$ cat config.mk
export PLATFORM = sky130hd
export DESIGN_NAME = rs_allocator
export DESIGN_NICKNAME = d
export VERILOG_FILES = /design/src/rtl/rs_pkg.sv /design/src/rtl/rs_allocator_rr_free_picker.sv /design/src/rtl/rs_allocator.sv
export SDC_FILE = /design/constraint.sdc
export NUM_CORES = 1
export LEC_CHECK = 0
export BUFFER_PORTS_ARGS = -buffer_cell sky130_fd_sc_hd__buf_4
export CAP_MARGIN = 20
export CORE_MARGIN = 10
export CORE_UTILIZATION = 52
export DETAILED_ROUTE_END_ITERATION = 8
export GPL_TIMING_DRIVEN = 0
export HOLD_SLACK_MARGIN = 0.06
export PLACE_DENSITY = 0.81
export SYNTH_ARGS = -nofsm -noshare
export SYNTH_HDL_FRONTEND = slang
export SYNTH_SLANG_ARGS = --single-unit
$ cat constraint.sdc
create_clock -name clk -period 5.7 [get_ports clk]
set_input_delay 0 -clock clk [delete_from_list [all_inputs] [get_ports clk]]
set_output_delay 0 -clock clk [all_outputs]
set_load 0.01 [all_outputs]
$ cat src/rtl/rs_pkg.sv
// Shared definitions for the reservation-station allocator.
package rs_pkg;

   // Station class encoding
   typedef enum logic [0:0] {
      RS_ALU    = 1'b0,
      RS_BRANCH = 1'b1
   } rs_class_e;

   localparam int RS_NUM_CLASSES = 2;
   localparam int RS_ENTRIES     = 8;

endpackage

$ cat src/rtl/rs_allocator_rr_free_picker.sv
// Round-robin free-entry finder: first non-busy entry at or above ptr_i, wrapping.
module rr_free_picker
   import rs_pkg::*;
#(
   parameter int ENTRIES = RS_ENTRIES,
   parameter int IDX_W   = $clog2(ENTRIES)
) (
   input  logic [ENTRIES-1:0] busy_i,
   input  logic [IDX_W-1:0]   ptr_i,
   output logic               found_o,
   output logic [IDX_W-1:0]   index_o,
   output logic [ENTRIES-1:0] onehot_o
);

   logic [ENTRIES-1:0] free_rot;
   logic [IDX_W-1:0]   off;
   logic [IDX_W:0]     pos;

   // Rotate the free mask so ptr_i lands at bit 0, priority-find, then rotate back
   always_comb begin
      free_rot = '0;
      for (int k = 0; k < ENTRIES; k++) begin
         logic [IDX_W:0] s;
         s = {1'b0, ptr_i} + (IDX_W+1)'(k);
         if (s >= (IDX_W+1)'(ENTRIES)) s = s - (IDX_W+1)'(ENTRIES);
         free_rot[k] = ~busy_i[s[IDX_W-1:0]];
      end
      found_o = 1'b0;
      off     = '0;
      for (int k = ENTRIES-1; k >= 0; k--) begin
         if (free_rot[k]) begin
            found_o = 1'b1;
            off     = IDX_W'(k);
         end
      end
      pos = {1'b0, off} + {1'b0, ptr_i};
      if (pos >= (IDX_W+1)'(ENTRIES)) pos = pos - (IDX_W+1)'(ENTRIES);
      index_o  = pos[IDX_W-1:0];
      onehot_o = '0;
      if (found_o) onehot_o[index_o] = 1'b1;
   end

endmodule

$ cat src/rtl/rs_allocator.sv
// Reservation-station entry allocator: per-class busy bits, round-robin grant,
// multi-hot release on issue, global clear on flush.
module rs_allocator
   import rs_pkg::*;
#(
   parameter int NUM_CLASSES = RS_NUM_CLASSES,
   parameter int ENTRIES     = RS_ENTRIES,
   parameter int CLASS_W     = (NUM_CLASSES > 1) ? $clog2(NUM_CLASSES) : 1,
   parameter int IDX_W       = $clog2(ENTRIES),
   parameter int CNT_W       = $clog2(ENTRIES+1)
) (
   input  logic                           clk,
   input  logic                           reset,
   input  logic                           dispatchValid,
   input  logic [CLASS_W-1:0]             dispatchClass,
   output logic                           dispatchReady,
   output logic                           grantValid,
   output logic [IDX_W-1:0]               grantIndex,
   output logic [ENTRIES-1:0]             grantOneHot,
   input  logic [NUM_CLASSES*ENTRIES-1:0] issueFree,
   input  logic                           flush,
   output logic [NUM_CLASSES*ENTRIES-1:0] busyVector,
   output logic [NUM_CLASSES*CNT_W-1:0]   freeCount,
   output logic [NUM_CLASSES-1:0]         classFull
);

   logic [NUM_CLASSES*ENTRIES-1:0]          busy_q, busy_d;
   logic [NUM_CLASSES-1:0][IDX_W-1:0]       ptr_q, ptr_d;
   logic [NUM_CLASSES-1:0][CNT_W-1:0]       cnt_q, cnt_d;
   logic [NUM_CLASSES-1:0]                  full_q, full_d;

   logic [NUM_CLASSES-1:0]                  pick_found;
   logic [NUM_CLASSES-1:0][IDX_W-1:0]       pick_idx;
   logic [NUM_CLASSES-1:0][ENTRIES-1:0]     pick_oh;

   logic                                    sel_hit, sel_full, sel_found;
   logic [IDX_W-1:0]                        sel_idx;
   logic [ENTRIES-1:0]                      sel_oh;

   // Mux the requested class's picker result; out-of-range classes never hit
   always_comb begin
      sel_hit   = 1'b0;
      sel_full  = 1'b0;
      sel_found = 1'b0;
      sel_idx   = '0;
      sel_oh    = '0;
      for (int c = 0; c < NUM_CLASSES; c++) begin
         if (dispatchClass == CLASS_W'(c)) begin
            sel_hit   = 1'b1;
            sel_full  = full_q[c];
            sel_found = pick_found[c];
            sel_idx   = pick_idx[c];
            sel_oh    = pick_oh[c];
         end
      end
   end

   assign dispatchReady = sel_hit & ~sel_full & sel_found & ~reset;
   assign grantValid    = dispatchValid & dispatchReady;
   assign grantIndex    = grantValid ? sel_idx : '0;
   assign grantOneHot   = grantValid ? sel_oh  : '0;

   for (genvar c = 0; c < NUM_CLASSES; c++) begin : g_cls
      logic               grant_c;
      logic [ENTRIES-1:0] b_d;
      logic [IDX_W-1:0]   p_d;
      logic [CNT_W-1:0]   n_d;

      rr_free_picker #(.ENTRIES(ENTRIES), .IDX_W(IDX_W)) u_pick (
         .busy_i   (busy_q[c*ENTRIES +: ENTRIES]),
         .ptr_i    (ptr_q[c]),
         .found_o  (pick_found[c]),
         .index_o  (pick_idx[c]),
         .onehot_o (pick_oh[c])
      );

      assign grant_c = grantValid & (dispatchClass == CLASS_W'(c));

      // Next busy/pointer for this class; flush wins, then set-on-grant | clear-on-free
      always_comb begin
         b_d = (busy_q[c*ENTRIES +: ENTRIES] & ~issueFree[c*ENTRIES +: ENTRIES])
             | (grant_c ? pick_oh[c] : '0);
         p_d = ptr_q[c];
         if (grant_c) begin
            if (pick_idx[c] == IDX_W'(ENTRIES-1)) p_d = '0;
            else                                  p_d = pick_idx[c] + 1'b1;
         end
         if (flush) begin
            b_d = '0;
            p_d = '0;
         end
         n_d = CNT_W'(ENTRIES);
         for (int i = 0; i < ENTRIES; i++) n_d = n_d - CNT_W'(b_d[i]);
      end

      assign busy_d[c*ENTRIES +: ENTRIES] = b_d;
      assign ptr_d[c]  = p_d;
      assign cnt_d[c]  = n_d;
      assign full_d[c] = (n_d == '0);
   end

   // State registers; free count and full flag derive from next-state busy
   always_ff @(posedge clk) begin
      if (reset) begin
         busy_q <= '0;
         ptr_q  <= '0;
         for (int c = 0; c < NUM_CLASSES; c++) cnt_q[c] <= CNT_W'(ENTRIES);
         full_q <= '0;
      end else begin
         busy_q <= busy_d;
         ptr_q  <= ptr_d;
         cnt_q  <= cnt_d;
         full_q <= full_d;
      end
   end

   assign busyVector = busy_q;
   assign freeCount  = cnt_q;
   assign classFull  = full_q;

endmodule

## Word level (Yosys, flattened, before mapping)

Index checks and enable logic that the tools add are counted.

| storage, ports and cells | value |
|---|---|
| input port bits | 21 |
| flip-flop bits (word level) | 32 |
| output and inout bits | 39 |

| cells by class | value |
|---|---|
| bitwise gates (word level) | 14 |
| add/subtract/negate cells | 52 |
| eq/ne operators | 2 |
| magnitude comparators | 38 |
| reductions and logical operators | 5 |
| muxes and demuxes | 100 |

Operator list:

| operator | count |
|---|---|
| $mux W3 | 38 |
| $lt A3 B4 Y1 const B | 18 |
| $ge A4 B4 Y1 const B | 16 |
| $mux W8 | 8 |
| $sub A4 B1 Y4 | 14 |
| $sub A3 B1 Y3 const B | 18 |
| $bmux W1 S3 | 16 |
| $mux W1 | 36 |
| $add A3 B3 Y4 const B | 8 |
| $add A3 B2 Y4 const B | 4 |
| $and A8 B8 Y8 | 2 |
| $not A8 Y8 | 2 |
| $or A8 B8 Y8 | 2 |
| $add A3 B1 Y4 const B | 2 |
| $add A3 B3 Y4 | 2 |
| $ge A3 B4 Y1 const B | 2 |
| $logic_not A4 Y1 | 2 |
| $sub A4 B1 Y4 const A | 2 |
| $add A3 B1 Y3 const B | 2 |
| $demux W1 S3 | 2 |
| $eq A3 B3 Y1 const B | 2 |
| $ge A3 B1 Y1 const B | 2 |
| $and A1 B1 Y1 | 5 |
| $not A1 Y1 | 3 |
| other kinds (2) | 3 |

## Logic depth before layout (Yosys ltp)

Gate-level depths: netlist (run 1).

| logic depth | value |
|---|---|
| word-level depth | 33 |
| gate-level depth with buffers | 25 |
| mapped depth without buffers | 23 |

## Modules after synthesis

From an unflattened synthesis (run 1), not the netlist that was laid out.

| unflattened totals | value |
|---|---|
| cells, all modules | 389 |
| area, all modules | 3588.4 um^2 |

Modules (own cells, without submodules):

| module | cells each | times used | area each (um^2) |
|---|---|---|---|
| rs_allocator | 203 | 1 | 1819.2 |
| rr_free_picker | 93 | 2 | 884.6 |

## Worst setup path before layout (run 1)

Ideal clock, no wire load.

| timing path | value |
|---|---|
| path kind | flip-flop to flip-flop |
| start point | reg ptr_q[0] in the netlist's numbering |
| end point | reg cnt_q (netlist bit freeCount[3]) |
| stages on the path, launching flop included | 23 |
| data required time | 5.577 ns |
| setup slack | -0.189 ns |
| setup time | 0.123 ns |
| data arrival time | 5.766 ns |
| cell sequence | dfxtp_1 buf_2 inv_1 ha_1 buf_6 mux4_2 mux2i_1 o22ai_1 o21ai_0 a21oi_1 fa_1 xor2_1 xnor2_1 a32oi_1 or2_2 fa_1 ha_1 inv_1 fa_1 inv_1 fa_1 ha_1 or2_2 |

| on the way | value |
|---|---|
| word-level cells in the longest chain between the ends | 32 |
| elaborated cells on any way between the ends | 89 |

Ends and longest elaborated chain:

| what | RTL line | text |
|---|---|---|
| start: declaration | rs_allocator.sv:28 | `logic [NUM_CLASSES-1:0][IDX_W-1:0] ptr_q, ptr_d;` |
| start signal: assignment | rs_allocator.sv:111 | `ptr_q <= ptr_d;` |
| $add A3 B3 Y4 | rs_allocator_rr_free_picker.sv:24 | `s = {1'b0, ptr_i} + (IDX_W+1)'(k);` |
| $ge A4 B4 Y1 or $sub A3 B1 Y3 (tied branches) | rs_allocator_rr_free_picker.sv:25 | `if (s >= (IDX_W+1)'(ENTRIES)) s = s - (IDX_W+1)'(ENTRIES);` |
| $mux W3 | rs_allocator_rr_free_picker.sv:25 |  |
| $bmux W1 S3 | rs_allocator_rr_free_picker.sv:26 | `free_rot[k] = ~busy_i[s[IDX_W-1:0]];` |
| $mux W1 (not written as such) | rs_allocator_rr_free_picker.sv:26 |  |
| $mux W3 (8 in series) | rs_allocator_rr_free_picker.sv:31 | `if (free_rot[k]) begin` |
| $add A3 B3 Y4 | rs_allocator_rr_free_picker.sv:36 | `pos = {1'b0, off} + {1'b0, ptr_i};` |
| $ge A4 B4 Y1 or $sub A3 B1 Y3 (tied branches) | rs_allocator_rr_free_picker.sv:37 | `if (pos >= (IDX_W+1)'(ENTRIES)) pos = pos - (IDX_W+1)'(ENTRIES);` |
| [... 4 more ...] | n/a |  |
| $demux W1 S3 | n/a |  |
| $mux W8 | rs_allocator_rr_free_picker.sv:40 | `if (found_o) onehot_o[index_o] = 1'b1;` |
| $mux W8 * | rs_allocator.sv:82 | `\| (grant_c ? pick_oh[c] : '0);` |
| $or A8 B8 Y8 * | rs_allocator.sv:82 |  |
| $mux W8 * | rs_allocator.sv:88 | `if (flush) begin` |
| $sub A4 B1 Y4 (7 in series) | rs_allocator.sv:93 | `for (int i = 0; i < ENTRIES; i++) n_d = n_d - CNT_W'(b_d[i]);` |
| $sub A4 B1 Y4 * | rs_allocator.sv:93 |  |
| named net g_cls[0].n_d[3] | rs_allocator.sv:67 | `logic [CNT_W-1:0] n_d;` |
| end signal: assignment | rs_allocator.sv:112 | `cnt_q <= cnt_d;` |
| end: declaration | rs_allocator.sv:29 | `logic [NUM_CLASSES-1:0][CNT_W-1:0] cnt_q, cnt_d;` |

Mark *: on every way through the listed nets, which the timed path passes. The rest lies on a longest branch. The select of a mux whose other input is x is not followed.
A chain may end at the register's enable or synchronous reset.

## Worst setup path after layout (run 1)

| timing path | value |
|---|---|
| start point | reg ptr_q[0] in the netlist's numbering |
| end point | reg full_q[0] (netlist: classFull[0]) |

| on the way | value |
|---|---|
| word-level cells in the longest chain between the ends | 33 |
| elaborated cells on any way between the ends | 90 |

Ends and longest elaborated chain:

| what | RTL line | text |
|---|---|---|
| $add A3 B3 Y4 | rs_allocator_rr_free_picker.sv:24 |  |
| $ge A4 B4 Y1 or $sub A3 B1 Y3 (tied branches) | rs_allocator_rr_free_picker.sv:25 |  |
| $mux W3 | rs_allocator_rr_free_picker.sv:25 |  |
| $bmux W1 S3 | rs_allocator_rr_free_picker.sv:26 |  |
| $mux W1 (not written as such) | rs_allocator_rr_free_picker.sv:26 |  |
| $mux W3 (8 in series) | rs_allocator_rr_free_picker.sv:31 |  |
| $add A3 B3 Y4 | rs_allocator_rr_free_picker.sv:36 |  |
| $ge A4 B4 Y1 or $sub A3 B1 Y3 (tied branches) | rs_allocator_rr_free_picker.sv:37 |  |
| [... 4 more ...] | n/a |  |
| $demux W1 S3 | n/a |  |
| $mux W8 | rs_allocator_rr_free_picker.sv:40 |  |
| $mux W8 * | rs_allocator.sv:82 |  |
| $or A8 B8 Y8 * | rs_allocator.sv:82 |  |
| $mux W8 * | rs_allocator.sv:88 |  |
| $sub A4 B1 Y4 (7 in series) | rs_allocator.sv:93 |  |
| $sub A4 B1 Y4 * | rs_allocator.sv:93 |  |
| $logic_not A4 Y1 * | rs_allocator.sv:99 | `assign full_d[c] = (n_d == '0);` |
| end signal: assignment | rs_allocator.sv:113 | `full_q <= full_d;` |
| end: declaration | rs_allocator.sv:30 | `logic [NUM_CLASSES-1:0] full_q, full_d;` |

Mark *: on every way between the ends. The rest lies on a longest branch, timed or not. The select of a mux whose other input is x is not followed.

==> results of run 1 <==
==> cell families after synthesis <==
| family | after synthesis | share of synthesized area [%] |
|---|---|---|
| multiplexers | 40 | 20.9 |
| XOR/XNOR | 13 | 4.18 |
| adder cells (fa/ha/maj) | 28 | 13.0 |
| buffers and inverters | 45 | 6.21 |
| AO/OA/AOI/OAI | 75 | 18.8 |
| AND/OR/NAND/NOR | 96 | 17.3 |
| flip-flops | 32 | 19.6 |
==> registers in the layout, indices dropped and copies added (netlist names) <==
signal and count:
ptr_q 6, freeCount 8, classFull 2, busyVector 16
==> worst paths after layout <==
check | end | cells after the start | start | slack (ns)
max | classFull[0] | 24 | ptr_q[0] | 0.002
min | busyVector[15] | 3 | issueFree[15] | 0.13
max reg2reg | classFull[0] | 24 | ptr_q[0] | 0.002
min reg2reg | busyVector[0] | 2 | busyVector[0] | 0.64
==> routing by layer <==
metal,wire [um],track usage (%),vias to the layer above
li1,-,-,1457
met1,4280,24.3,1635
met2,5660,33.8,256
met3,1220,5.26,45
met4,352,7.83,0
met5,0,0,-
==> Yosys cell counts (5+ instances only) <==
| cell | number | area share [%] |
|---|---|---|
| o22ai_1 | 10 | 1.9 |
| ha_1 | 18 | 6.9 |
| dfxtp_1 | 32 | 20 |
| nand2b_1 | 8 | 1.5 |
| clkbuf_1 | 5 | 0.58 |
| nand3b_1 | 11 | 2.5 |
| xor2_1 | 6 | 1.6 |
| a21oi_1 | 12 | 1.8 |
| mux2_2 | 5 | 1.7 |
| a32oi_1 | 5 | 1.3 |
| nor2_1 | 20 | 2.3 |
| nor2b_1 | 6 | 1.2 |
| inv_1 | 28 | 3.2 |
| fa_1 | 10 | 6.1 |
| o31ai_2 | 6 | 2.3 |
| o31a_1 | 5 | 1.3 |
| mux4_2 | 22 | 15 |
| or2_2 | 8 | 1.5 |
| mux2i_1 | 13 | 4.0 |
| nand2_1 | 16 | 1.8 |
| nor3b_1 | 6 | 1.4 |
==> area by class of cell <==
cell class,count,area share (%)
clock inverters,3,0.914
plain buffers,16,2.98
well taps,75,2.02
repair buffers,102,17.8
multi-input cells,252,58.3
diodes,1,0.0537
clock buffers,5,1.48
flip-flops and latches,32,14.0
inverters,29,2.42
==> worst max-delay path, stage by stage, from the launching register on <==
cell and delay [ns]:
dfxtp_4 0.37, buf_6 0.11, clkinvlp_4 0.11, ha_4 0.29
buf_8 0.13, mux4_2 0.56, mux2i_4 0.23, o22ai_4 0.11
o21ai_2 0.08, a21oi_2 0.09, fa_2 0.45, xor2_4 0.18
buf_12 0.14, xnor2_4 0.21, a32oi_2 0.15, or2_4 0.28
fa_1 0.55, ha_2 0.18, inv_2 0.03, fa_1 0.47
inv_1 0.05, fa_2 0.37, inv_2 0.09, ha_4 0.12
nor4b_2 0.22
==> report_power, final <==
part	internal (uW)	switching, uW	total (uW)
sequential	225	1.97	227
combinational	43.5	43.8	87.3
clock	129	96.7	226
total	398	142	540
==> per-stage QoR <==
stage / TNS, ns / setup WS (ns)
after floorplan: 0 / 0.00639
after global placement: -2.41 / -0.433
after detailed placement: -3.44 / -0.579
after CTS: 0 / 0.00411
after global routing: -0.498 / -0.130
final: 0 / 0.00220
==> timing repair <==
action	4_1_cts	5_1_grt
endpoints found under the hold margin	15	0
hold buffers	15	0
setup buffers	15	13
pin swaps	9	28
gates resized for setup	32	45
setup endpoints to repair	8	8
==> results.md, run 1 <==
- Status: completed
- Setup crit end kind: flop
- Final Cycle Share: 100%
- Max FO, Critical Path: 8
- Number of global-route vias before repair: 3305
- Design Power: 540 uW
- Final hold viol count: 0
- Peak VDD IR: 0.144 mV
- Drt wl/cell: 22.4 um
- DRC: 0
- First-pass GRT wire length: 16.8 mm
- Synth Instances: 329
- Worst Hold Slack: 0.129 ns
- Final GP Congestion: 0.908
- Final Cell Area: 0.00466 mm^2
- DIE WIDTH: 99.2 um
- Dpl cell area: 0.00383 mm^2
- Area grow syn2layout: 42.7%
- Asr flop ratio synth: 0%
- DR iter-0 viols: 333
- Worst Max-Slew Pin Slew: 0.705 ns
- H-tree levels: 2
- Worst EP arrival: 5.89 ns
- Antenna violations before repair: 1
- Hold Crit Class: in -> reg
- Most common cell after layout, fill and taps aside: buf_4
- Sequential Area: 653 um^2
- Worst Path Required: 5.89 ns
- Final Max Tran Viols: 0
- Port-buffer cells: 59
- IO Count: 60
- Final core occ: 77.7%
- Top_reg_cell synth: dfxtp_1
- Syn avg cell area: 9.91 um^2
- Vias: 3393
- # placed instances: 463
- Core Area: 0.00599 mm^2
- Post-Syn Area: 0.00326 mm^2
- Setup violations, final: 0
- MaxCap Viol Count: 0
- Clock Tree Buf Depth: 2
- Starting Density: 54.4%
- Die area: 0.00984 mm^2
- Multi-input logic area: 0.00272 mm^2
- Sequential-to-total area share from yosys stat: 19.6%
- Synthesis-stage register bit count: 32
- Syn_nets: 378
- Gr usage total: 20.2%
- Post-layout nets: 487
- Pwr dens: 116 mW/mm^2
- Via-per-instance ratio: 6.59
- Largest net degree at the start of global routing: 12
- Pleak: 0.00179 uW
- RSZ-0062 raised after global routing: yes
- Pre-antenna DRT Iters: 5
- Skew final: 0.0110 ns
- Clock sinks: 32
- Ys Warns: 0
- Clock Latency Late Sink: 0.30 ns
- Commonest cells after routing, fill and taps aside: buf_4 (85), dfxtp_1 (28), inv_1 (23), mux4_2 (22), nor2_1 (19)
- CP Class: reg -> reg
- Overflow left after global routing: 0
- Final HPWL DP: 7.03 mm
- Num rows: 28
- CTS Root Cell: clkbuf_8
- Critical path startpoint category: flop
- CTS tree: done
- WL final: 11.5 mm
- Fill cells: 316
- Synth cell types: 67
- Post-route minimum period: 5.70 ns
- Highest clock rate: 176 MHz
- Chip Height: 99.2 um
- Layout cells sized above 1: 47.4%
- Num CTS Buffers: 5
- CTS clk-pin slew, worst paths: 0.08 ns
- Routed Antenna Nets: 0
- Slew headroom: 52.8%
- EDFF count, synth: 0
- Fin cells: 515
Power figures use the tool's default switching activity.
==> inputs of run 2 (changes only) <==
CORE_UTILIZATION = 53   (was 52)
CTS_BUF_LIST = sky130_fd_sc_hd__clkbuf_4   (was default)
PLACE_DENSITY = 0.83   (was 0.81)
==> run 2 against run 1 <==
The flow now finishes with violations (negative setup slack). Combinational power fell by 2%. Non-clock buffer count fell by 3. Sequential power barely moved. Cell area fell by 3.8%. Core utilization fell by 2.5 points. Routed wire length fell by 2.2%. Sequential share of layout area rose by 0.49 points. Critical path depth fell by 2. Worst hold slack improved by 0.037 ns. Critical endpoint is now freeCount[3].
==> results.md, run 2 (synthesis results as in run 1) <==
- CP Class: reg -> reg
- WL final: 11.3 mm
- CTS Root Cell: clkbuf_4
- Worst EP arrival: 5.98 ns
- Largest net degree at the start of global routing: 12
- Clock sinks: 32
- Worst Max-Slew Pin Slew: 0.663 ns
- Overflow left after global routing: 0
- Worst Path Required: 5.95 ns
- MaxCap Viol Count: 0
- Antenna cells: 0
- Setup ws final: -0.0355 ns
- Setup violations, final: 3
- Clock Tree Buf Depth: 2
- Max reg flops: 16
- IO Count: 60
- DRC: 0
- Pwr dens: 100 mW/mm^2
- Sequential Area: 651 um^2
- Commonest cells after routing, fill and taps aside: buf_4 (83), dfxtp_1 (28), inv_1 (25), mux4_2 (22), nor2_1 (20)
- R2r startpoint: ptr_q[0]
- Dpl cell area: 0.00383 mm^2
- DR iter-0 viols: 276
- Worst reg2reg setup slack: -0.04 ns
- RSZ-0062 raised after global routing: yes
- Die area: 0.00969 mm^2
- Final core occ: 75.2%
- Final HPWL DP: 7.11 mm
- Most common cell after layout, fill and taps aside: buf_4
- Critical path startpoint category: flop
- Drt wl/cell: 22.1 um
- Routed Antenna Nets: 0
- Final GP Congestion: 0.869
- H-tree levels: 2
- CTS tree: done
- Final Cell Area: 0.00448 mm^2
- DIE WIDTH: 98.5 um
- Final hold viol count: 0
- Setup crit end kind: flop
- Highest clock rate: 174 MHz
- Status: finished, violations left
- Pre-antenna DRT Iters: 5
- Worst setup startpoint: ptr_q[0]
- Setup TNS: -0.0592 ns
- Hold Crit Class: in -> reg
- Starting Density: 54.8%
- Skew final: 0.0106 ns
- Port-buffer cells: 59
- Clock Latency Late Sink: 0.35 ns
- Post-route minimum period: 5.74 ns
- Final Max Tran Viols: 0
- Peak VDD IR: 0.125 mV
- CTS clk-pin slew, worst paths: 0.12 ns
- Post-layout nets: 484
- Num rows: 28
- Antenna violations before repair: 0
- Number of global-route vias before repair: 3189
- CP endpoint: freeCount[3]
- Reg2Reg Depth: 22
- Final Cycle Share: 101%
- First-pass GRT wire length: 16.1 mm
- Via-per-instance ratio: 6.51
- Layout cells sized above 1: 44.3%
- Multi-input logic area: 0.00264 mm^2
- Gr usage total: 19.7%
- Vias: 3329
- Critical R2R Capture: freeCount[3]
- Slew headroom: 55.6%
- Num CTS Buffers: 5
- Area grow syn2layout: 37.4%
- Core Area: 0.00596 mm^2
- Worst Hold Slack: 0.166 ns
- Max FO, Critical Path: 8
- Chip Height: 98.5 um
- Pleak: 0.00175 uW
- Failing checks: negative setup slack
- Fill cells: 373
## run 2: changes by cell type in the layout (fill, tap and decap cells not counted), moves of 2 or more
cell | previous run | this run
clkbuf_8 | 6 | 1
clkbuf_4 | 1 | 5
ha_4 | 4 | 1
buf_4 | 85 | 83
buf_6 | 6 | 4
dlygate4sd3_1 | 15 | 17
ha_1 | 11 | 13
inv_1 | 23 | 25
inv_2 | 4 | 2
## run 2: how the worst min path moves through the flow
stage,start,to,slack [ns],cells past startpoint
finish,flush,busyVector[15],0.17,3
global route,flush,busyVector[15],0.16,3
CTS,issueFree[11],busyVector[11],0.14,4
detailed placement,reset,freeCount[4],0.22,2
global placement,issueFree[5],busyVector[5],0.22,2
floorplan,dispatchClass,grantIndex[2],0.06,1
## run 2: power by group
group          total, uW  switching (uW)  internal [uW]
Combinational       85.5            42.3           43.1
Sequential           227            2.09            225
Clock                136            89.1           47.3
Total                449             134            316
## run 2: cell type report
class                           count  share of cell area [%]
Timing Repair Buffer               99                    17.7
Clock buffer                        5                   0.838
Inverter                           29                    2.51
Tap cell                           75                    2.09
Multi-Input combinational cell    252                    58.9
Sequential cell                    32                    14.5
Buffer                             16                    2.96
Clock inverter                      3                   0.419
## run 2: critical path, stage by stage, from the launching register on
cell and delay (ns):
dfxtp_2 0.36, buf_6 0.11, clkinvlp_4 0.08, ha_1 0.29, buf_6 0.15, mux4_2 0.55, mux2i_4 0.24, o22ai_4 0.13
o21ai_0 0.12, a21oi_1 0.12, fa_2 0.40, xor2_4 0.30, xor2_4 0.30, nand2_1 0.15, o32a_1 0.23, fa_1 0.52
ha_2 0.17, inv_1 0.05, fa_1 0.50, inv_1 0.05, fa_2 0.34, ha_2 0.17, or2_2 0.27
## run 2: metrics by stage
step	setup WS, ns	std cells	total power [uW]
floorplan	0.00639	329	269
global placement	-0.432	463	296
detailed placement	-0.525	463	298
CTS	0.00354	499	439
global route	-0.184	511	462
finish	-0.0355	511	449
## run 2: per-layer routing
| layer | wire [um] | track usage [%] |
|---|---|---|
| met2 | 5740 | 34.1 |
| met5 | 0 | 0 |
| met3 | 1030 | 5.59 |
| met4 | 436 | 5.73 |
| met1 | 4070 | 23.0 |
## run 2: timing repair
| item | CTS | global route |
|---|---|---|
| gates resized for setup | 32 | 26 |
| buffers inserted | 11 | 13 |
| hold buffers | 17 | 0 |
| setup endpoints to repair | 8 | 8 |
| endpoints found under the hold margin | 17 | 0 |
| pin swaps | 6 | 18 |
==> inputs of run 3 (changes only) <==
CORE_MARGIN = default   (was 10)
==> run 3 against run 2 <==
The flow now finishes without violations. Core utilization up 4.6 points. Cell count up 3.7%. Routed wire length up 1.5%. Worst hold slack worse by 0.024 ns. Power up 11%. Die area down 33%. Sequential share of layout area down 0.71 points. Fmax up 1.8%. Register-to-register slack better by 0.099 ns.
==> results.md, run 3 (synthesis results as in run 1) <==
- Highest clock rate: 177 MHz
- Final Max Tran Viols: 0
- Gr usage total: 29.9%
- CP Class: reg -> reg
- Setup violations, final: 0
- Peak VDD IR: 0.128 mV
- Skew final: 0.0173 ns
- Num rows: 28
- Pleak: 0.00186 uW
- Final Cycle Share: 98.9%
- Starting Density: 55.1%
- Max reg flops: 16
- Die area: 0.00647 mm^2
- Most common cell after layout, fill and taps aside: buf_4
- Critical path startpoint category: flop
- Worst Max-Slew Pin Slew: 0.668 ns
- Number of global-route vias before repair: 3002
- Worst Path Required: 5.97 ns
- Clock sinks: 32
- Final Cell Area: 0.00473 mm^2
- H-tree levels: 2
- Grt met3 use: 4.43%
- Worst path cell trace: buf_8 -> clkinvlp_4 -> ha_4 -> buf_6 -> mux4_2 -> mux2_4 -> o21ai_0 -> a32oi_1 -> nor2_1 -> ha_2 -> fa_2 -> buf_4 -> buf_4 -> and2_4 -> a31oi_1 -> fa_1 -> ha_1 -> inv_1 -> fa_1 -> inv_1 -> fa_2 -> nor4b_4
- Fill cells: 305
- Chip Height: 80.5 um
- Slew headroom: 55.3%
- Pre-antenna DRT Iters: 6
- CTS clk-pin slew, worst paths: 0.11 ns
- Max FO, Critical Path: 8
- DR iter-0 viols: 419
- Delay-heaviest family, CP: adder cells
- Dpl cell area: 0.00383 mm^2
- Largest net degree at the start of global routing: 11
- Port-buffer cells: 59
- CTS Root Cell: clkbuf_4
- Final core occ: 79.9%
- Antenna cells: 0
- RSZ-0062 raised after global routing: yes
- CP Buf/Inv Count: 7
- Final hold viol count: 0
- WL final: 11.4 mm
- Clock Latency Late Sink: 0.37 ns
- Drt wl/cell: 21.6 um
- IO Count: 60
- CTS tree: done
- Commonest cells after routing, fill and taps aside: buf_4 (101), dfxtp_1 (28), mux4_2 (22), inv_1 (22), nor2_1 (20)
- Final GP Congestion: 0.872
- DIE WIDTH: 80.5 um
- Setup crit end kind: flop
- Sequential Area: 653 um^2
- Hold Crit Class: in -> reg
- Busiest grt layer: met2
- MaxCap Viol Count: 0
- Core Area: 0.00592 mm^2
- Slowest cell on crit path: mux4_2
- Pwr dens: 106 mW/mm^2
- Vias: 3502
- Overflow left after global routing: 0
- Layout cells sized above 1: 48.1%
- Multi-input logic area: 0.00271 mm^2
- Via-per-instance ratio: 6.61
- Max incr delay on CP: 0.54 ns
- Worst EP arrival: 5.91 ns
- Setup TNS: 0 ns
- Num CTS Buffers: 5
- Post-route minimum period: 5.64 ns
- Clock Tree Buf Depth: 2
- Routed Antenna Nets: 0
- Met1 usage: 37.9%
- Final HPWL DP: 6.54 mm
- Post-layout nets: 503
- First-pass GRT wire length: 14.7 mm
- Antenna violations before repair: 0
- DRC: 0
- Grt met2 use: 51.7%
- Status: completed
- Area grow syn2layout: 45.0%
## run 3: cell count changes in the layout (fill, tap and decap cells not counted), moves of 2 or more
| cell | before | now |
|---|---|---|
| clkinv_2 | 2 | 0 |
| buf_4 | 83 | 101 |
| inv_1 | 25 | 22 |
| ha_1 | 13 | 11 |
| clkinv_1 | 1 | 3 |
| ha_4 | 1 | 4 |
| inv_2 | 2 | 4 |
## run 3: worst min-delay path: stages
cell      delay [ns]
buf_4           0.11
nand2b_1        0.17
nor2_1          0.10
a31o_2          0.10
## run 3: worst paths after layout
check | from | end | slack (ns) | cells past startpoint
min | issueFree[11] | busyVector[11] | 0.14 | 4
max reg2reg | ptr_q[4] | classFull[1] | 0.06 | 22
max | ptr_q[4] | classFull[1] | 0.06 | 22
min reg2reg | busyVector[8] | busyVector[8] | 0.61 | 2
## run 3: power by group
part	internal, uW	switching (uW)
registers	225	2.33
logic	45.3	44.4
clock network	89.5	92.9
total	360	140
## run 3: per-stage QoR
step	setup slack (ns)	hold slack, ns	power [uW]	std cells
after floorplan	0.00639	0.0598	269	329
final	0.0639	0.142	499	530
after CTS	0.0109	0.0700	479	498
after global placement	-0.438	0.216	295	463
after detailed placement	-0.556	0.221	297	463
after global routing	-0.0918	0.168	508	530
## run 3: final cells by class
class | instances | share of cell area (%)
multi-input combinational | 252 | 57.3
buffer | 15 | 2.75
clock inverter | 3 | 0.794
tap | 75 | 1.98
clock buffer | 5 | 0.794
inverter | 29 | 2.46
timing repair buffer | 119 | 20.1
sequential | 32 | 13.8
## run 3: per-layer routing
metal,up-vias,wire (um)
li1,1494,-
met1,1682,4340
met2,277,5600
met3,49,1100
met4,0,403
met5,-,0
## run 3: timing repair
item	4_1_cts	5_1_grt
resized for setup	31	44
setup endpoints to repair	8	8
hold endpoints to repair	16	1
hold buffers	16	1
pin swaps	5	27
setup buffers	11	32
